<file path="src/rtl/ram_loader_pkg.sv">
// ram_loader_pkg: shared state encoding, frame constants and fold helper for the RAM boot loader.
package ram_loader_pkg;
  typedef enum logic [3:0] {
    S_IDLE, S_SYNC1, S_CNT_HI, S_CNT_LO, S_DATA, S_WRITE, S_CSUM, S_VERIFY, S_BOOT, S_DONE, S_ERR
  } state_e;
  localparam logic [7:0] SYNC_A = 8'hA5;
  localparam logic [7:0] SYNC_B = 8'h5A;
  localparam logic [1:0] ERR_NONE  = 2'd0;
  localparam logic [1:0] ERR_COUNT = 2'd1;
  localparam logic [1:0] ERR_CSUM  = 2'd2;
  localparam logic [1:0] ERR_TMO   = 2'd3;
  function automatic logic [7:0] fold32to8(input logic [31:0] w);
    return w[31:24] ^ w[23:16] ^ w[15:8] ^ w[7:0];
  endfunction
endpackage

</file>
<file path="src/rtl/ram_boot_loader_byte_fetch.sv">
// byte_fetch: single-outstanding FIFO pop handshake plus the mid-frame starvation timeout.
module byte_fetch #(
  parameter int TIMEOUT = 1000000
) (
  input  logic       clk_i,
  input  logic       rst_i,
  input  logic       en_i,
  input  logic       tmo_en_i,
  input  logic       fifo_empty,
  input  logic [7:0] fifo_dout,
  output logic       fifo_rd_en,
  output logic       byte_valid,
  output logic [7:0] byte_o,
  output logic       timeout_o
);
  localparam int TW = $clog2(TIMEOUT + 1);
  logic          pend_q, pend_d;
  logic [TW-1:0] tmo_q, tmo_d;
  logic          starved;
  always_comb begin
    fifo_rd_en = !rst_i && en_i && !fifo_empty && !pend_q;
    pend_d = fifo_rd_en;
    starved = tmo_en_i && fifo_empty && !pend_q;
    timeout_o = starved && (tmo_q == TW'(TIMEOUT - 1));
    tmo_d = starved ? tmo_q + 1'b1 : '0;
  end
  assign byte_valid = pend_q;
  assign byte_o = fifo_dout;
  always_ff @(posedge clk_i or posedge rst_i) begin
    if (rst_i) begin
      pend_q <= 1'b0;
      tmo_q <= '0;
    end else begin
      pend_q <= pend_d;
      tmo_q <= tmo_d;
    end
  end
endmodule

</file>
<file path="src/rtl/ram_boot_loader.sv">
// ram_boot_loader: loads a framed byte stream into RAM0 while the CPU is stalled,
// verifies it by readback, then pulses CPU reset or flags an error.
module ram_boot_loader
  import ram_loader_pkg::*;
#(
  parameter int ADDR_W     = 16,
  parameter int MAX_WORDS  = 65535,
  parameter int TIMEOUT    = 1000000,
  parameter int RST_CYCLES = 16
) (
  input  logic        clk_i,
  input  logic        rst_i,
  input  logic        fifo_empty,
  output logic        fifo_rd_en,
  input  logic [7:0]  fifo_dout,
  output logic        openRISC_STALL,
  output logic        RAM_WE,
  output logic [15:0] RAM_ADDR,
  output logic [31:0] RAM_DATA_I,
  input  logic [31:0] RAM_DATA_O,
  output logic        cpu_rst_o,
  output logic        busy_o,
  output logic        done_o,
  output logic        err_o,
  output logic [1:0]  err_code_o
);
  localparam logic [15:0] MAXW = 16'(MAX_WORDS);
  state_e            state_q, state_d;
  logic [15:0]       cnt_q, cnt_d, rem_q, rem_d, cnt_n;
  logic [ADDR_W-1:0] waddr_q, waddr_d, raddr_q, raddr_d;
  logic [31:0]       word_q, word_d;
  logic [1:0]        bcnt_q, bcnt_d, code_q, code_d;
  logic [7:0]        csum_q, csum_d, rfold_q, rfold_d, fold_rd, rx_byte;
  logic              rv_q, rv_d, stall_q, stall_d, done_q, done_d, err_q, err_d;
  logic              rx_valid, timeout, fetch_en, tmo_en;
  assign fetch_en = state_q inside {S_IDLE, S_SYNC1, S_CNT_HI, S_CNT_LO, S_DATA, S_CSUM};
  assign tmo_en = state_q inside {[S_CNT_HI:S_CSUM]};
  byte_fetch #(.TIMEOUT(TIMEOUT)) u_fetch (
    .clk_i(clk_i), .rst_i(rst_i), .en_i(fetch_en), .tmo_en_i(tmo_en),
    .fifo_empty(fifo_empty), .fifo_dout(fifo_dout), .fifo_rd_en(fifo_rd_en),
    .byte_valid(rx_valid), .byte_o(rx_byte), .timeout_o(timeout)
  );
  assign busy_o = state_q inside {[S_CNT_HI:S_BOOT]};
  assign openRISC_STALL = stall_q;
  assign RAM_WE = state_q == S_WRITE;
  assign RAM_ADDR = RAM_WE ? 16'(waddr_q) : 16'(raddr_q);
  assign RAM_DATA_I = word_q;
  assign cpu_rst_o = state_q == S_BOOT;
  assign done_o = done_q;
  assign err_o = err_q;
  assign err_code_o = code_q;
  always_comb begin
    state_d = state_q;
    cnt_d = cnt_q;
    rem_d = rem_q;
    waddr_d = waddr_q;
    raddr_d = raddr_q;
    word_d = word_q;
    bcnt_d = bcnt_q;
    csum_d = csum_q;
    rfold_d = rfold_q;
    rv_d = 1'b0;
    done_d = done_q;
    err_d = err_q;
    code_d = code_q;
    cnt_n = {cnt_q[15:8], rx_byte};
    fold_rd = rfold_q ^ (rv_q ? fold32to8(RAM_DATA_O) : 8'h00);
    case (state_q)
      S_IDLE: if (rx_valid && rx_byte == SYNC_A) state_d = S_SYNC1;
      S_SYNC1: if (rx_valid) begin
        if (rx_byte == SYNC_B) begin
          state_d = S_CNT_HI;
          done_d = 1'b0;
          err_d = 1'b0;
          code_d = ERR_NONE;
          csum_d = 8'h00;
          rfold_d = 8'h00;
          waddr_d = '0;
          raddr_d = '0;
          bcnt_d = 2'd0;
        end else if (rx_byte != SYNC_A) state_d = S_IDLE;
      end
      S_CNT_HI: if (rx_valid) begin
        cnt_d = {rx_byte, 8'h00};
        state_d = S_CNT_LO;
      end
      S_CNT_LO: if (rx_valid) begin
        cnt_d = cnt_n;
        rem_d = cnt_n;
        state_d = cnt_n > MAXW ? S_ERR : cnt_n == 16'd0 ? S_CSUM : S_DATA;
        code_d = cnt_n > MAXW ? ERR_COUNT : code_q;
      end
      S_DATA: if (rx_valid) begin
        word_d = {word_q[23:0], rx_byte};
        bcnt_d = bcnt_q + 2'd1;
        state_d = bcnt_q == 2'd3 ? S_WRITE : S_DATA;
      end
      S_WRITE: begin
        csum_d = csum_q ^ fold32to8(word_q);
        waddr_d = waddr_q + 1'b1;
        rem_d = rem_q - 16'd1;
        state_d = rem_q == 16'd1 ? S_CSUM : S_DATA;
      end
      S_CSUM: if (rx_valid) begin
        state_d = rx_byte == csum_q ? S_VERIFY : S_ERR;
        code_d = rx_byte == csum_q ? code_q : ERR_CSUM;
        rem_d = cnt_q;
      end
      // Reads are issued while rem_q != 0; the extra cycle collects the last registered word.
      S_VERIFY: begin
        rfold_d = fold_rd;
        if (rem_q != 16'd0) begin
          raddr_d = raddr_q + 1'b1;
          rem_d = rem_q - 16'd1;
          rv_d = 1'b1;
        end else if (fold_rd != csum_q) begin
          state_d = S_ERR;
          code_d = ERR_CSUM;
        end else begin
          state_d = S_BOOT;
          rem_d = 16'(RST_CYCLES - 1);
        end
      end
      S_BOOT: begin
        state_d = rem_q == 16'd0 ? S_DONE : S_BOOT;
        rem_d = rem_q - 16'd1;
      end
      default: state_d = S_IDLE;
    endcase
    if (timeout) begin
      state_d = S_ERR;
      code_d = ERR_TMO;
    end
    if (state_d == S_DONE) done_d = 1'b1;
    if (state_d == S_ERR) err_d = 1'b1;
    stall_d = busy_o && (state_d inside {[S_CNT_HI:S_BOOT]});
  end
  always_ff @(posedge clk_i or posedge rst_i) begin
    if (rst_i) begin
      state_q <= S_IDLE;
      cnt_q <= '0;
      rem_q <= '0;
      waddr_q <= '0;
      raddr_q <= '0;
      word_q <= '0;
      bcnt_q <= '0;
      csum_q <= '0;
      rfold_q <= '0;
      rv_q <= 1'b0;
      stall_q <= 1'b0;
      done_q <= 1'b0;
      err_q <= 1'b0;
      code_q <= '0;
    end else begin
      state_q <= state_d;
      cnt_q <= cnt_d;
      rem_q <= rem_d;
      waddr_q <= waddr_d;
      raddr_q <= raddr_d;
      word_q <= word_d;
      bcnt_q <= bcnt_d;
      csum_q <= csum_d;
      rfold_q <= rfold_d;
      rv_q <= rv_d;
      stall_q <= stall_d;
      done_q <= done_d;
      err_q <= err_d;
      code_q <= code_d;
    end
  end
endmodule

</file>
<file path="config.mk">
export PLATFORM = sky130hd
export DESIGN_NAME = ram_boot_loader
export DESIGN_NICKNAME = d
export VERILOG_FILES = /design/src/rtl/ram_loader_pkg.sv /design/src/rtl/ram_boot_loader_byte_fetch.sv /design/src/rtl/ram_boot_loader.sv
export SDC_FILE = /design/constraint.sdc
export NUM_CORES = 1
export LEC_CHECK = 0
export CELL_PAD_IN_SITES_DETAIL_PLACEMENT = 1
export CELL_PAD_IN_SITES_GLOBAL_PLACEMENT = 2
export CORE_ASPECT_RATIO = 1.75
export CORE_UTILIZATION = 32
export DETAILED_ROUTE_END_ITERATION = 10
export PLACE_DENSITY = 0.79
export SLEW_MARGIN = 20
export SYNTH_ARGS = -nofsm -noshare
export SYNTH_HDL_FRONTEND = slang
export SYNTH_SLANG_ARGS = --single-unit
</file>
<file path="constraint.sdc">
create_clock -name clk_i -period 5.8 [get_ports clk_i]
set_input_delay 1.74 -clock clk_i [delete_from_list [all_inputs] [get_ports clk_i]]
set_output_delay 1.74 -clock clk_i [all_outputs]
set_load 0.02 [all_outputs]
</file>
==> flow_summary.toml <==
[outcome]
status = "finished clean"

[clock_tree]
tritoncts = "done"
cts_root_buf = "clkbuf_16"
cts_buffer_depth = 2
cts_buffers = 17
htreeDepth = 4
insertion_delay_ns = 0.46
cts_hold_buf = 0
ctsResizeCount = 0
path_clk_slew_ns = 0.06
postCtsSetupBuffers = 0
clkSinkCount = 145

[timing]
hold_viol = 0
final.min_clock_period_ns = 4.96
setup_viol = 0
period_share = 0.855
worst_pin_slew_ns = 0.895
hold_slack_ns = 0.485
setup_ws_ns = 0.843
drv_slew = 0
slew_headroom = 0.403
rsz0062_at_grt = "no"
fin_setup_tns_ns = 0
fmax_mhz = 202
skew_ns = 0.0105

[logic_synthesis]
ys_ff_latch = 145
netlist_area_um2 = 7790
synth_edf_count = 0
synthDistinctLibCells = 53
syn_nets = 875
ys_seq_area_frac = 0.466
async_flop_share = 1.00
syn_inst = 826
syn_avg_cell_area_um2 = 9.44
ys_warn_count = 0
yosys_most_used_dff = "dfrtp_1"

[floorplanning]
die_w_um = 120
io_pins = 100
start_util = 0.326
core_um2 = 23900
die_area_um2 = 25000
chipHeight_um = 208
rows = 75

[min_path]
hold_class = "flop to flop"

[pwr]
total_power_mw = 2.26
p_sw_mw = 0.554
power.internal_mw = 1.71
leakagePower_nw = 4.04
power.density_nw_per_um2 = 232
comb_power_share = 0.055
pwr-share-seq = 0.451
swShare = 0.245
ir_drop_mv = 0.160
clockPowerShare = 0.493

[setup_path]
slowest_delay_ns = 0.63
reg2reg_slack_ns = 2.91
arrival_ns = 3.22
r2r_start = "rem_q[0]"
cp_max_fo = 2
worstPathRequired_ns = 4.06
cpMaxStageDelayCell = "clkdlybuf4s50_1"
startpoint_type = "primary input"
r2r_cells = 9
critPathCapture = "fifo_rd_en"
endpoint_kind = "primary output"
crit_start = "rst_i"
cpMostUsedCell = "clkdlybuf4s50_1"
worst-setup-path-type = "primary input to primary output"
cp_cell_sequence = "clkdlybuf4s50_1, nor2_1, nand2_1, a21oi_1, clkdlybuf4s50_1"
worstReg2RegEnd = "rem_q[7]"

[finish]
nFillCells = 2722
drive_above_1_share = 0.100
final_core_util = 0.407
diodes = 0
fin_nets = 972
area_growth_pct = 24.9

[routing]
wl_per_cell_um = 18.2
vias = 6474
drtIter0Drc = 300
viasPerCell = 5.20
routed_wirelength_um = 22700
ant_nets = 0
drcViolationCount = 0
dr.pass1.iters = 5

[global_routing]
grt_overflow = 0
gr-usage-all-layers = 0.193
grt_max_degree = 109
antenna_found_initial = 0
grt_pass1_wl_um = 36800
grt_pass1_vias = 6779

[placed_design]
gp_congestion = 0.805
dp_hpwl_um = 16200
io_buffers = 99
place_ws_ns = 0.869

[run]
max-cap-violations = 0
==> cell usage after synthesis (all sizes together) (3+ instances only) <==
cell	count	share of area
xor2	46	0.052
nand2	94	0.045
nor2	74	0.036
xnor2	60	0.067
buf	5	0.0029
or3	17	0.014
and2	5	0.0040
nand3b	4	0.0039
mux2i	4	0.0051
nor4	14	0.016
and3	23	0.018
nand3	43	0.028
nor3	8	0.0051
inv	16	0.0077
o21ai	80	0.051
mux2	40	0.058
ha	6	0.0096
nor4b	3	0.0034
nor2b	3	0.0024
and4	8	0.0090
a32oi	4	0.0045
a21oi	45	0.029
clkbuf	28	0.013
nand2b	3	0.0024
a22oi	3	0.0029
a31oi	6	0.0048
dfrtp	145	0.47
nand4	16	0.014
==> power by group through the flow <==
stage	combinational, mW	clock [mW]	sequential, mW
after floorplan	0.0562	0	1.04
after global placement	0.126	0	1.04
after detailed placement	0.128	0	1.04
after CTS	0.128	1.14	1.02
after global routing	0.137	1.18	1.02
final	0.125	1.11	1.02
==> per-stage QoR <==
step           area, um^2  std cells
2_1_floorplan        7790        826
3_3_place_gp         9140       1212
3_5_place_dp         9140       1212
4_1_cts              9730       1244
5_1_grt              9730       1244
6_report             9730       1244
==> flip-flops by register name, indices dropped and copies added (netlist names), 4 cells and up <==
register and flops:
rem_q 16, csum_q 8, RAM_DATA_I 32, rfold_q 8, u_fetch.tmo_q 20, raddr_q 16
state_q 4, cnt_q 16, waddr_q 16
==> cells in the final DEF, fill, tap and decap left out, types with 23 or more instances in the layout <==
cell type	n
xnor2_1	60
dfrtp_1	145
and3_1	23
nand2_1	94
xor2_1	46
a21oi_1	45
clkdlybuf4s50_1	99
mux2_2	40
nor2_1	74
o21ai_0	76
nand3_1	42
==> worst min path at each step <==
| stage | start | to | slack, ns | cells past startpoint |
|---|---|---|---|---|
| 6_report | cnt_q[4] | cnt_q[4] | 0.48 | 2 |
| 5_1_grt | cnt_q[5] | cnt_q[5] | 0.51 | 2 |
| 4_1_cts | cnt_q[6] | cnt_q[6] | 0.49 | 2 |
| 3_5_place_dp | cnt_q[6] | cnt_q[6] | 0.47 | 2 |
| 3_3_place_gp | cnt_q[4] | cnt_q[4] | 0.46 | 2 |
| 2_1_floorplan | cnt_q[5] | cnt_q[5] | 0.45 | 2 |
==> final cells by class <==
cell class,instances,area (um^2),share of cell area
clock buffer,17,425,0.0437
clock inverter,15,160,0.0165
inverter,16,67.6,0.00694
multi-input combinational,632,3980,0.409
sequential,145,3630,0.373
tap,308,385,0.0396
timing repair buffer,111,1080,0.111
==> per-layer routing <==
metal	global-route usage	vias to the layer above	wire length, um
met4	0.0948	0	705
met3	0.0315	39	699
met2	0.348	115	12100
met1	0.214	3231	9120
li1	-	3089	-
met5	0	-	0
==> worst max-delay path, delay by kind of cell <==
kind | cells | cell delay (ns)
buffers and inverters | 2 | 1.14
and+or+nand+nor | 2 | 0.19
AOI/OAI and AO/OA | 1 | 0.15
==> logic make-up (layout without fill, tap and decap cells) <==
family                     after synthesis  in the layout  share of synthesized area
and+or+nand+nor                        322            322                      0.208
AOI/OAI and AO/OA                      153            153                      0.109
DFF                                    145            145                      0.466
xor gates and xnor gates               106            106                      0.119
buffers and inverters                   49            159                     0.0241
muxes                                   44             44                     0.0629
adders and majority gates                7              7                     0.0109
(Power assumes the default switching activity.)
